[src/rtl/gem_manager.sv]
// gem_manager: owns the level's collectible diamonds and shares one sprite ROM.
//  - Pixel path: picks the lowest-index uncollected gem covering (DrawX, DrawY)
//    and drives the shared ROM address one cycle later.
//  - Collision FSM: once per frame, compares the latched player box against
//    one slot per cycle and marks hit gems collected.
// Optional feature: `define GEM_RESPAWN_EN to make collected gems respawn
// RESPAWN_FR frames after collection.
// Ports:
//  vga_clk, reset          pixel clock, async active-high reset
//  frame_start             1-cycle pulse at start of vertical blank
//  DrawX, DrawY            current scan pixel
//  player_x, player_y      player centre
//  cfg_we/idx/x/y          write a gem slot (valid=1, collected=0)
//  rom_address, gem_hit    registered sprite address / pixel-on-gem flag
//  collect_pulse           1-cycle pulse per collected gem
//  gem_count               gems collected since reset, saturating at 15
//  all_collected           every valid slot collected (0 if none valid)
//  busy                    collision scan in progress
module gem_manager #(
    parameter int unsigned NUM_GEMS    = 8,
    parameter int unsigned GEM_HALF    = 10,
    parameter int unsigned PLAYER_HALF = 12,
    parameter int unsigned RESPAWN_FR  = 120,
    localparam int unsigned IW         = $clog2(NUM_GEMS)
) (
    input  logic          vga_clk,
    input  logic          reset,
    input  logic          frame_start,
    input  logic [9:0]    DrawX,
    input  logic [9:0]    DrawY,
    input  logic [9:0]    player_x,
    input  logic [9:0]    player_y,
    input  logic          cfg_we,
    input  logic [IW-1:0] cfg_idx,
    input  logic [9:0]    cfg_x,
    input  logic [9:0]    cfg_y,
    output logic [8:0]    rom_address,
    output logic          gem_hit,
    output logic          collect_pulse,
    output logic [3:0]    gem_count,
    output logic          all_collected,
    output logic          busy
);

    localparam int unsigned REACH = GEM_HALF + PLAYER_HALF;
    localparam int unsigned SIDE  = 2 * GEM_HALF;

    typedef enum logic [1:0] {IDLE, SCAN, DONE} state_t;

    state_t               state, next_state;
    logic [IW-1:0]        idx;
    logic [9:0]           lpx, lpy;
    logic [9:0]           gx [NUM_GEMS];
    logic [9:0]           gy [NUM_GEMS];
    logic [NUM_GEMS-1:0]  valid, collected;

    logic                 pix_hit_c;
    logic [8:0]           pix_addr_c;
    logic [10:0]          pdx, pdy;
    logic                 scan_hit_c;
    logic [9:0]           cdx, cdy;

`ifdef GEM_RESPAWN_EN
    localparam int unsigned CW = $clog2(RESPAWN_FR + 1);
    logic [CW-1:0]        respawn_cnt [NUM_GEMS];
`endif

    // State register
    always_ff @(posedge vga_clk or posedge reset) begin
        if (reset) state <= IDLE;
        else       state <= next_state;
    end

    // Next-state logic; frame_start outside IDLE is dropped
    always_comb begin
        next_state = state;
        case (state)
            IDLE: if (frame_start) next_state = SCAN;
            SCAN: if (idx == IW'(NUM_GEMS - 1)) next_state = DONE;
            DONE: next_state = IDLE;
            default: next_state = IDLE;
        endcase
    end

    // Pixel cover search; iterate high to low so the lowest index wins
    always_comb begin
        pix_hit_c  = 1'b0;
        pix_addr_c = '0;
        pdx        = '0;
        pdy        = '0;
        for (int i = NUM_GEMS - 1; i >= 0; i--) begin
            pdx = {1'b0, DrawX} + 11'(GEM_HALF) - {1'b0, gx[i]};
            pdy = {1'b0, DrawY} + 11'(GEM_HALF) - {1'b0, gy[i]};
            if (valid[i] && !collected[i]
                && ({1'b0, DrawX} + 11'(GEM_HALF) >= {1'b0, gx[i]})
                && ({1'b0, DrawX} < {1'b0, gx[i]} + 11'(GEM_HALF))
                && ({1'b0, DrawY} + 11'(GEM_HALF) >= {1'b0, gy[i]})
                && ({1'b0, DrawY} < {1'b0, gy[i]} + 11'(GEM_HALF))) begin
                pix_hit_c  = 1'b1;
                pix_addr_c = 9'(pdx) + 9'(pdy) * 9'(SIDE);
            end
        end
    end

    // Player-vs-slot test; a same-cycle config write to this slot wins
    always_comb begin
        cdx = (lpx >= gx[idx]) ? lpx - gx[idx] : gx[idx] - lpx;
        cdy = (lpy >= gy[idx]) ? lpy - gy[idx] : gy[idx] - lpy;
        scan_hit_c = (state == SCAN) && valid[idx] && !collected[idx]
                     && (cdx < 10'(REACH)) && (cdy < 10'(REACH))
                     && !(cfg_we && (cfg_idx == idx));
    end

    // Datapath, slot table and registered outputs
    always_ff @(posedge vga_clk or posedge reset) begin
        if (reset) begin
            idx           <= '0;
            lpx           <= '0;
            lpy           <= '0;
            valid         <= '0;
            collected     <= '0;
            rom_address   <= '0;
            gem_hit       <= 1'b0;
            collect_pulse <= 1'b0;
            gem_count     <= '0;
            all_collected <= 1'b0;
            busy          <= 1'b0;
            for (int i = 0; i < NUM_GEMS; i++) begin
                gx[i] <= '0;
                gy[i] <= '0;
`ifdef GEM_RESPAWN_EN
                respawn_cnt[i] <= '0;
`endif
            end
        end else begin
            gem_hit       <= pix_hit_c;
            rom_address   <= pix_addr_c;
            collect_pulse <= scan_hit_c;
            busy          <= (next_state == SCAN);

            if (state == IDLE && frame_start) begin
                lpx <= player_x;
                lpy <= player_y;
                idx <= '0;
            end else if (state == SCAN) begin
                idx <= idx + IW'(1);
            end

            if (scan_hit_c) begin
                collected[idx] <= 1'b1;
                if (gem_count != 4'hF) gem_count <= gem_count + 4'd1;
`ifdef GEM_RESPAWN_EN
                respawn_cnt[idx] <= CW'(RESPAWN_FR);
`endif
            end

            if (state == DONE) begin
                all_collected <= (|valid) && ((valid & collected) == valid);
`ifdef GEM_RESPAWN_EN
                for (int i = 0; i < NUM_GEMS; i++) begin
                    if (respawn_cnt[i] != '0) begin
                        respawn_cnt[i] <= respawn_cnt[i] - CW'(1);
                        if (respawn_cnt[i] == CW'(1)) collected[i] <= 1'b0;
                    end
                end
`endif
            end

            if (cfg_we) begin
                gx[cfg_idx]        <= cfg_x;
                gy[cfg_idx]        <= cfg_y;
                valid[cfg_idx]     <= 1'b1;
                collected[cfg_idx] <= 1'b0;
`ifdef GEM_RESPAWN_EN
                respawn_cnt[cfg_idx] <= '0;
`endif
            end
        end
    end

endmodule

[config.mk]
export PLATFORM = sky130hd
export DESIGN_NAME = gem_manager
export DESIGN_NICKNAME = d
export VERILOG_FILES = /design/src/rtl/gem_manager.sv
export SDC_FILE = /design/constraint.sdc
export NUM_CORES = 1
export LEC_CHECK = 0
export CELL_PAD_IN_SITES_DETAIL_PLACEMENT = 0
export CELL_PAD_IN_SITES_GLOBAL_PLACEMENT = 1
export CORE_MARGIN = 2
export CORE_UTILIZATION = 46
export CTS_BUF_LIST = sky130_fd_sc_hd__clkbuf_8
export DETAILED_ROUTE_END_ITERATION = 8
export HOLD_SLACK_MARGIN = 0.06
export MAX_ROUTING_LAYER = met4
export PLACE_DENSITY_LB_ADDON = 0.08
export SLEW_MARGIN = 20
export SYNTH_ARGS = -nofsm -noshare
export SYNTH_HDL_FRONTEND = slang
export SYNTH_SLANG_ARGS = --single-unit
[constraint.sdc]
create_clock -name vga_clk -period 6.2 [get_ports vga_clk]
set_clock_uncertainty 0.05 [all_clocks]
set_input_delay 0.62 -clock vga_clk [delete_from_list [all_inputs] [get_ports vga_clk]]
set_output_delay 0.62 -clock vga_clk [all_outputs]
set_load 0.01 [all_outputs]
### After elaboration in Yosys (flattened, before gate mapping)

Cells that the tools add are included.

* $add $sub $neg: 48
* $mul: 8
* divide/modulo/power cells: 0
* magnitude comparators: 43
* equal/unequal tests: 7
* shifts and indexed selects: 0
* multiplexer cells: 43
* bitwise operators: 7
* reductions and logical operators: 65

Operators with widths (number)
* $add 10x4->11 const B: 18
* $ge 11x10->1: 16
* $lt 10x11->1: 16
* $bwmux 80: 2
* $sub 9x9->9: 16
* $add 9x9->9: 8
* $mul 9x3->7 const B: 8
* $mux 9: 8
* $mux 10: 7
* $bmux 10 s3: 2
* $logic_and 1x1->1: 51
* $sub 10x10->10: 4
* $demux 10 s3: 1
* $ge 10x10->1: 2
* $lt 10x5->1 const B: 2
* $and 8x8->8: 2
* $mux 8: 2
* $or 8x8->8: 2
* $mux 1: 12
* $logic_not 1->1: 10
* $eq 8x8->1: 1
* $ge 4x4->1 const B: 2
* $lt 3x4->1 const B: 2
* $not 3->4: 2
* 19 further kinds: 25

* register bits: 218
* latch bits: 0
* RAM bits: 0
* bits in read-only memories: 0
* output and inout bits: 17
* logic and storage cells: 249
* memories: 0

### Longest topological paths before layout

Gate-level depths: netlist (run 1).

* depth after elaboration: 14
* depth in mapped cells: 23
* mapped depth without buffers: 21

### Worst setup path after synthesis (run 1)

Ideal clock, no wire load.

* path kind: reg2reg
* start: register idx[2]
* end: register gem_count[1]
* arrival: 5.054 ns
* path slack: 0.969 ns
* stages on the path, launching flop included: 22
* period minus slack after synthesis: 5.231 ns
* cell sequence: dfrtp_1 buf_6 clkbuf_1 and3_1 clkbuf_1 buf_1 a22oi_1 and4_1 inv_1 ha_1 inv_1 fa_1 a21o_1 a311oi_2 o21a_2 nor2_1 mux2_2 or4_4 a2111oi_4 nand4_2 a31oi_2 mux2_1

* word-level cells in the longest chain between the ends: 11

Ends and longest elaborated chain
* start: declaration: RTL line 51 `logic [IW-1:0] idx;`
* start signal: assignment: RTL line 146 `idx <= idx + IW'(1);`
* $not 3->4 (implied by the code): RTL line 107, 108
* $bmux 10 s3: RTL line 107 `cdx = (lpx >= gx[idx]) ? lpx - gx[idx] : gx[idx] - lpx;`
* $mux 10 (implied by the code) (2 in series): RTL line 107
* $sub 10x10->10 or $ge 10x10->1 (tied branches): RTL line 107
* $mux 10: RTL line 107
* $lt 10x5->1: RTL line 110 `&& (cdx < 10'(REACH)) && (cdy < 10'(REACH))`
* $logic_and 1x1->1 (2 in series): RTL line 110
* $logic_and 1x1->1 *: RTL line 111 `&& !(cfg_we && (cfg_idx == idx));`
* $reduce_and 2->1 (no line) *
* end signal: assignment: RTL line 151 `if (gem_count != 4'hF) gem_count <= gem_count + 4'd1;`
* end: declaration: RTL line 40 `output logic [3:0] gem_count,`

Every way passes the cells marked *; elsewhere a longest branch is shown, timed or not. The select of a mux whose other input is x is not followed.
A chain may end at the register's enable or synchronous reset.

### Worst setup path after layout (run 1)

* start: register idx[0]
* end: register gem_count[1]

Same word-level chain as after synthesis.

==> results of run 1 <==
## area by class of cell
class | instances | area [um2] | share of cell area [%]
tap | 765 | 957 | 3.16
multi-input combinational | 2366 | 19700 | 65.0
antenna | 5 | 12.5 | 0.0414
timing repair buffer | 216 | 1880 | 6.21
inverter | 338 | 1270 | 4.21
sequential | 218 | 5460 | 18.0
clock buffer | 53 | 729 | 2.41
clock inverter | 29 | 298 | 0.984
## final timing paths
path | startpoint | endpoint | slack (ns) | cells after the start
setup / recovery | idx[0] | gem_count[1] | 0.44 | 17
hold / removal | reset | gem_hit | 0.18 | 2
setup reg to reg | idx[0] | gem_count[1] | 0.44 | 17
hold reg to reg | all_collected | all_collected | 0.47 | 1
max in group asynchronous | reset | gy[54] | 4.31 | 4
min in group vga_clk | all_collected | all_collected | 0.47 | 1
## layer usage
metal  GRT usage [%]  up-vias  part of all wire [%]
met4            13.0        0                   3.9
met1            46.3    12100                    43
met2            56.8      945                    46
li1                -    11200                     -
met3            5.06      209                   7.5
met5               -        -                     0
## logic make-up after synthesis
family                   Yosys count
AO/OA/AOI/OAI                    811
AND/OR/NAND/NOR                  635
adder cells (fa/ha/maj)          551
buffers and inverters            417
XOR/XNOR                         258
flip-flops                       218
multiplexers                     111
## cells in the mapped netlist, types with 20 or more instances
library cell	instances
nand2b_1	43
a21o_1	71
nor4_1	20
o2111ai_1	20
mux2_2	96
and4_1	21
inv_1	338
o21ai_0	240
o21a_1	44
a21oi_1	158
a22oi_1	84
nand2_1	165
ha_1	475
nor2b_1	48
nor3_1	63
o211ai_1	21
fa_1	76
xnor2_1	200
nand4_1	24
xor2_1	56
and3_1	24
a211oi_1	25
nand3_1	48
nor2_1	111
clkbuf_1	59
dfrtp_1	218
## power breakdown
part           internal [uW]  switching (uW)  leakage (uW)  total, uW
registers               1760             587       0.00264       2350
clock network           1030             768      0.000559       1800
logic                   6220            8210        0.0109      14400
## state kept, by name, summed over array words and instances (netlist names), 2 cells and up
name	cells
idx	3
gem_count	4
valid	8
lpx	10
lpy	10
gy	80
state	2
gx	80
collected	8
rom_address	9
## critical path: cells and delay by family, from the launching register on
| kind | cells | cell delay, ns |
|---|---|---|
| AO/OA/AOI/OAI | 7 | 2.03 |
| AND/OR/NAND/NOR | 4 | 1.43 |
| buffers and inverters | 3 | 0.70 |
| adder cells (fa/ha/maj) | 1 | 0.49 |
| flip-flops | 1 | 0.38 |
| multiplexers | 1 | 0.36 |
| XOR/XNOR | 1 | 0.18 |
## through the flow
stage / hold slack [ns] / cell area, um2 / setup WS (ns) / utilization [%]
3_5_place_dp: 0.455 / 29200 / 0.0405 / 50.8
5_1_grt: 0.184 / 30300 / 0.128 / 52.6
2_1_floorplan: 0.419 / 26600 / 0.969 / -
3_3_place_gp: 0.455 / 29200 / 0.117 / 50.8
6_report: 0.179 / 30300 / 0.440 / 52.6
4_1_cts: 0.137 / 30200 / 0.432 / 52.6
==> results.sh, run 1 <==
export IMPL_outcome="finished with violations"
export IMPL_violations="DRC"
export IMPL_die_w_um=245
export IMPL_cts_hold_buf=0
export IMPL_wl_per_cell_um=26.1
export IMPL_final_common_cell="ha_1"
export IMPL_clock_path_buffers=3
export IMPL_synth_cell_type_count=87
export IMPL_p_per_area_nw_per_um2=614
export IMPL_synth_compound_area_share_pct=19.8
export IMPL_cts_resized=0
export IMPL_vias_per_cell=6.12
export IMPL_nets=3803
export IMPL_finalSetupViolations=0
export IMPL_rsz0062_at_grt="no"
export IMPL_max_slew_margin_pct=34.4
export IMPL_path_cells="inv_1 -> and3_1 -> buf_4 -> buf_4 -> a22oi_1 -> and4_1 -> fa_1 -> a21o_1 -> a2111oi_2 -> o21ai_2 -> and2_1 -> o31ai_1 -> xnor2_1 -> a2111oi_2 -> nand4_2 -> a31oi_2 -> mux2_1"
export IMPL_grt_pass1_vias=24500
export IMPL_peakVddDrop_uv=632
export IMPL_grt_total_usage_pct=35.7
export IMPL_max_stage_delay_ns=0.62
export IMPL_fin_crit_ns=5.76
export IMPL_clk_latency_ns=0.64
export IMPL_synth_xor_area_share_pct=8.60
export IMPL_hp_class="in2async"
export IMPL_cts_max_level=2
export IMPL_synth_simple_gate_area_share_pct=12.3
export IMPL_worstPathArrival_ns=6.21
export IMPL_antenna_found_initial=3
export IMPL_dr_total_vias=24400
export IMPL_yosys_area_share_adder_pct=28.1
export IMPL_num_rows=88
export IMPL_final_hold_violation_count=0
export IMPL_fp_dieH_um=245
export IMPL_port_buffers=83
export IMPL_cts_sinks=218
export IMPL_routed_wl_um=104000
export IMPL_route_detailed_drc=4
export IMPL_total_power_uw=18600
export IMPL_drt_antenna_violating_nets=0
export IMPL_required_ns=6.65
export IMPL_grt_max_degree=99
export IMPL_yosysTopAreaCell="ha_1"
export IMPL_cts_made_buffers=45
export IMPL_post_cts_buffers=0
export IMPL_critPathCaptureType="register"
export IMPL_cts_tree="built"
export IMPL_start_util_pct=46.3
export IMPL_ys_seq_area_share_pct=20.5
export IMPL_synth_cells=3001
export IMPL_final_cell_mix="ha_1, inv_1, o21ai_0, dfrtp_1, xnor2_1"
export IMPL_grt_pass1_wl_um=154000
export IMPL_ys_ff_latch=218
export IMPL_drt_pass1_iterations=8
export IMPL_synthArstFlopShare_pct=100
export IMPL_synth_ff_type="dfrtp_1"
export IMPL_design_core_area_um2=57500
export IMPL_timing_fmax_mhz=174
export IMPL_num_io_pins=84
export IMPL_clk_pin_slew_ns=0.07
export IMPL_yosys_area_top_type_share_pct=22.3
export IMPL_startpoint_type="register"
export IMPL_clockRootBuffer="clkbuf_8"
export IMPL_yosys_top_cells_area="ha_1, dfrtp_1, xnor2_1"
export IMPL_worstMarginPinSlew_ns=0.978
export IMPL_path_class="reg2reg"
export IMPL_period_share_pct=92.9
export IMPL_syn_nets=3619
export IMPL_synth_area_um2=26600
export IMPL_synthMuxAreaShare_pct=4.70
export IMPL_overflow=0
export IMPL_place_congestion=1.04
export IMPL_area_delta_synth_final_pct=13.7
export IMPL_dp_final_hpwl_um=84900
export IMPL_drive_gt1_share_pct=10.7
export IMPL_cp_max_fo=11
export IMPL_p_leak_uw=0.0141
export IMPL_critPathSlowestCell="and3_1"
export IMPL_synth_top_family_by_area="adder cells"
export IMPL_final_cells=3990
export IMPL_drtIter0Drc=1887
export IMPL_fin_tns_setup_ns=0
export IMPL_die_area_um2=59800
export IMPL_synth_edf_count=0
export IMPL_ys_warn_count=0
export IMPL_syn_area_per_cell_um2=8.87
export IMPL_placed_cells=3903
export IMPL_maxSlewViolCount=0
export IMPL_n_fill_cell=5521
export IMPL_cap_viol_max_count=0
(Power assumes the default switching activity.)
==> inputs of run 2 (changes only) <==
CORE_ASPECT_RATIO = 1.75   (was not set)
==> results.sh, run 2 (synthesis gave the netlist of run 1 again) <==
export IMPL_outcome="finished clean"
export IMPL_die_w_um=186
export IMPL_wl_per_cell_um=29.2
export IMPL_die_area_um2=59900
export IMPL_final_common_cell="ha_1"
export IMPL_grt_total_usage_pct=39.9
export IMPL_p_clk_share_pct=9.2
export IMPL_route_detailed_drc=0
export IMPL_overflow=0
export IMPL_place_congestion=1.01
export IMPL_fin_crit_ns=6.00
export IMPL_max_slew_margin_pct=23.3
export IMPL_cap_viol_max_count=0
export IMPL_clock_path_buffers=3
export IMPL_drt_pass1_iterations=7
export IMPL_cts_hold_buf=0
export IMPL_period_share_pct=96.7
export IMPL_seqPwrFrac_pct=12.2
export IMPL_cts_made_buffers=41
export IMPL_startpoint_type="register"
export IMPL_design_core_area_um2=57200
export IMPL_num_rows=116
export IMPL_dp_final_hpwl_um=94200
export IMPL_cts_tree="built"
export IMPL_p_switching_uw=10200
export IMPL_hp_class="in2async"
export IMPL_dr_total_vias=24600
export IMPL_routed_wl_um=116000
export IMPL_finalSetupViolations=0
export IMPL_switching_share_pct=52.7
export IMPL_ff2ff_setup_slack_ns=0.20
export IMPL_clk_latency_ns=0.63
export IMPL_reg_top3="gx (80), gy (80)"
export IMPL_grt_pass1_vias=25000
export IMPL_timing_fmax_mhz=167
export IMPL_nets=3783
export IMPL_port_buffers=83
export IMPL_drt_antenna_violating_nets=0
export IMPL_critPathCaptureType="register"
export IMPL_area_delta_synth_final_pct=13.1
export IMPL_required_ns=6.64
export IMPL_p_int_uw=9130
export IMPL_path_class="reg2reg"
export IMPL_cts_max_level=2
export IMPL_start_util_pct=46.5
export IMPL_grt_max_degree=146
export IMPL_rsz0062_at_grt="no"
export IMPL_peakVddDrop_uv=881
export IMPL_worstMarginPinSlew_ns=1.14
export IMPL_worstPathArrival_ns=6.44
export IMPL_power_frac_comb_pct=78.6
export IMPL_fp_dieH_um=322
export IMPL_clockRootBuffer="clkbuf_8"
export IMPL_cp_max_fo=6
export IMPL_final_cell_mix="ha_1, inv_1, o21ai_0, dfrtp_1, xnor2_1"
export IMPL_drive_gt1_share_pct=10.1
export IMPL_drtIter0Drc=1936
export IMPL_total_power_uw=19300
export IMPL_grt_pass1_wl_um=166000
export IMPL_maxSlewViolCount=0
export IMPL_vias_per_cell=6.21
export IMPL_p_leak_uw=0.0139
export IMPL_fin_tns_setup_ns=0
export IMPL_p_per_area_nw_per_um2=641
export IMPL_antenna_found_initial=4
export IMPL_num_io_pins=84
export IMPL_clk_pin_slew_ns=0.07
export IMPL_cts_sinks=218
export IMPL_final_hold_violation_count=0
-- run 2: final timing paths --
path / startpoint / endpoint / cells past startpoint
worst max-delay path: idx[1] / gem_count[1] / 18
worst min-delay path: reset / lpx[0] / 2
worst max register to register: idx[1] / gem_count[1] / 18
worst min register to register: valid[3] / valid[3] / 1
max in group asynchronous: reset / gx[78] / 3
min in group vga_clk: valid[3] / valid[3] / 1
-- run 2: final cells by class --
class | instances | area (um2)
fillers | 5528 | 27100
clock buffers | 50 | 688
inverters | 338 | 1270
flip-flops and latches | 218 | 5460
well taps | 767 | 960
multi-input cells | 2366 | 19600
diodes | 2 | 5.00
clock inverters | 25 | 308
repair buffers | 200 | 1760
-- run 2: what timing repair did --
action / CTS / global route
endpoints found under the hold margin: 0 / 0
gates resized for setup: 0 / 2
setup buffers: 0 / 0
setup endpoints to repair: 0 / 2
-- run 2: worst max-delay path, cell delays in order, from the launching register on --
cell and delay, ns:
dfrtp_1 0.48, inv_1 0.19, nor3_2 0.59, inv_1 0.36, o21ai_0 0.32, a221oi_1 0.08, and3_1 0.27, inv_1 0.08
ha_1 0.17, and4_1 0.32, a2111oi_2 0.08, buf_4 0.16, o21ai_2 0.24, and2_1 0.40, mux4_2 0.71, a2111oi_4 0.42
nand4_2 0.31, a31oi_2 0.29, mux2_1 0.34
-- run 2: per-layer routing --
layer / vias up / share of wire, % / wire [um] / track usage (%)
li1: 11100 / - / - / -
met1: 12200 / 37 / 42900 / 44.1
met2: 979 / 49 / 56900 / 67.1
met3: 351 / 5.3 / 6170 / 4.40
met4: 0 / 8.5 / 9820 / 27.2
met5: - / 0 / 0 / -
-- run 2: power by group through the flow --
stage | Sequential [uW] | Clock (uW) | Combinational, uW
detailed placement | 2350 | 0 | 14800
floorplan | 2060 | 0 | 10400
global route | 2380 | 1860 | 16400
finish | 2350 | 1780 | 15200
global placement | 2350 | 0 | 14600
CTS | 2330 | 1810 | 14900
-- run 2: per-stage QoR --
stage | setup WS [ns] | utilization, % | std cells | area [um2] | hold WS (ns)
after floorplan | 0.969 | - | 3001 | 26600 | 0.419
after global placement | -0.0439 | 50.8 | 3889 | 29100 | 0.442
after detailed placement | 0.0422 | 50.9 | 3889 | 29100 | 0.449
after CTS | 0.136 | 52.6 | 3964 | 30100 | 0.266
after global routing | 0.0523 | 52.6 | 3966 | 30100 | 0.304
final | 0.205 | 52.6 | 3966 | 30100 | 0.280
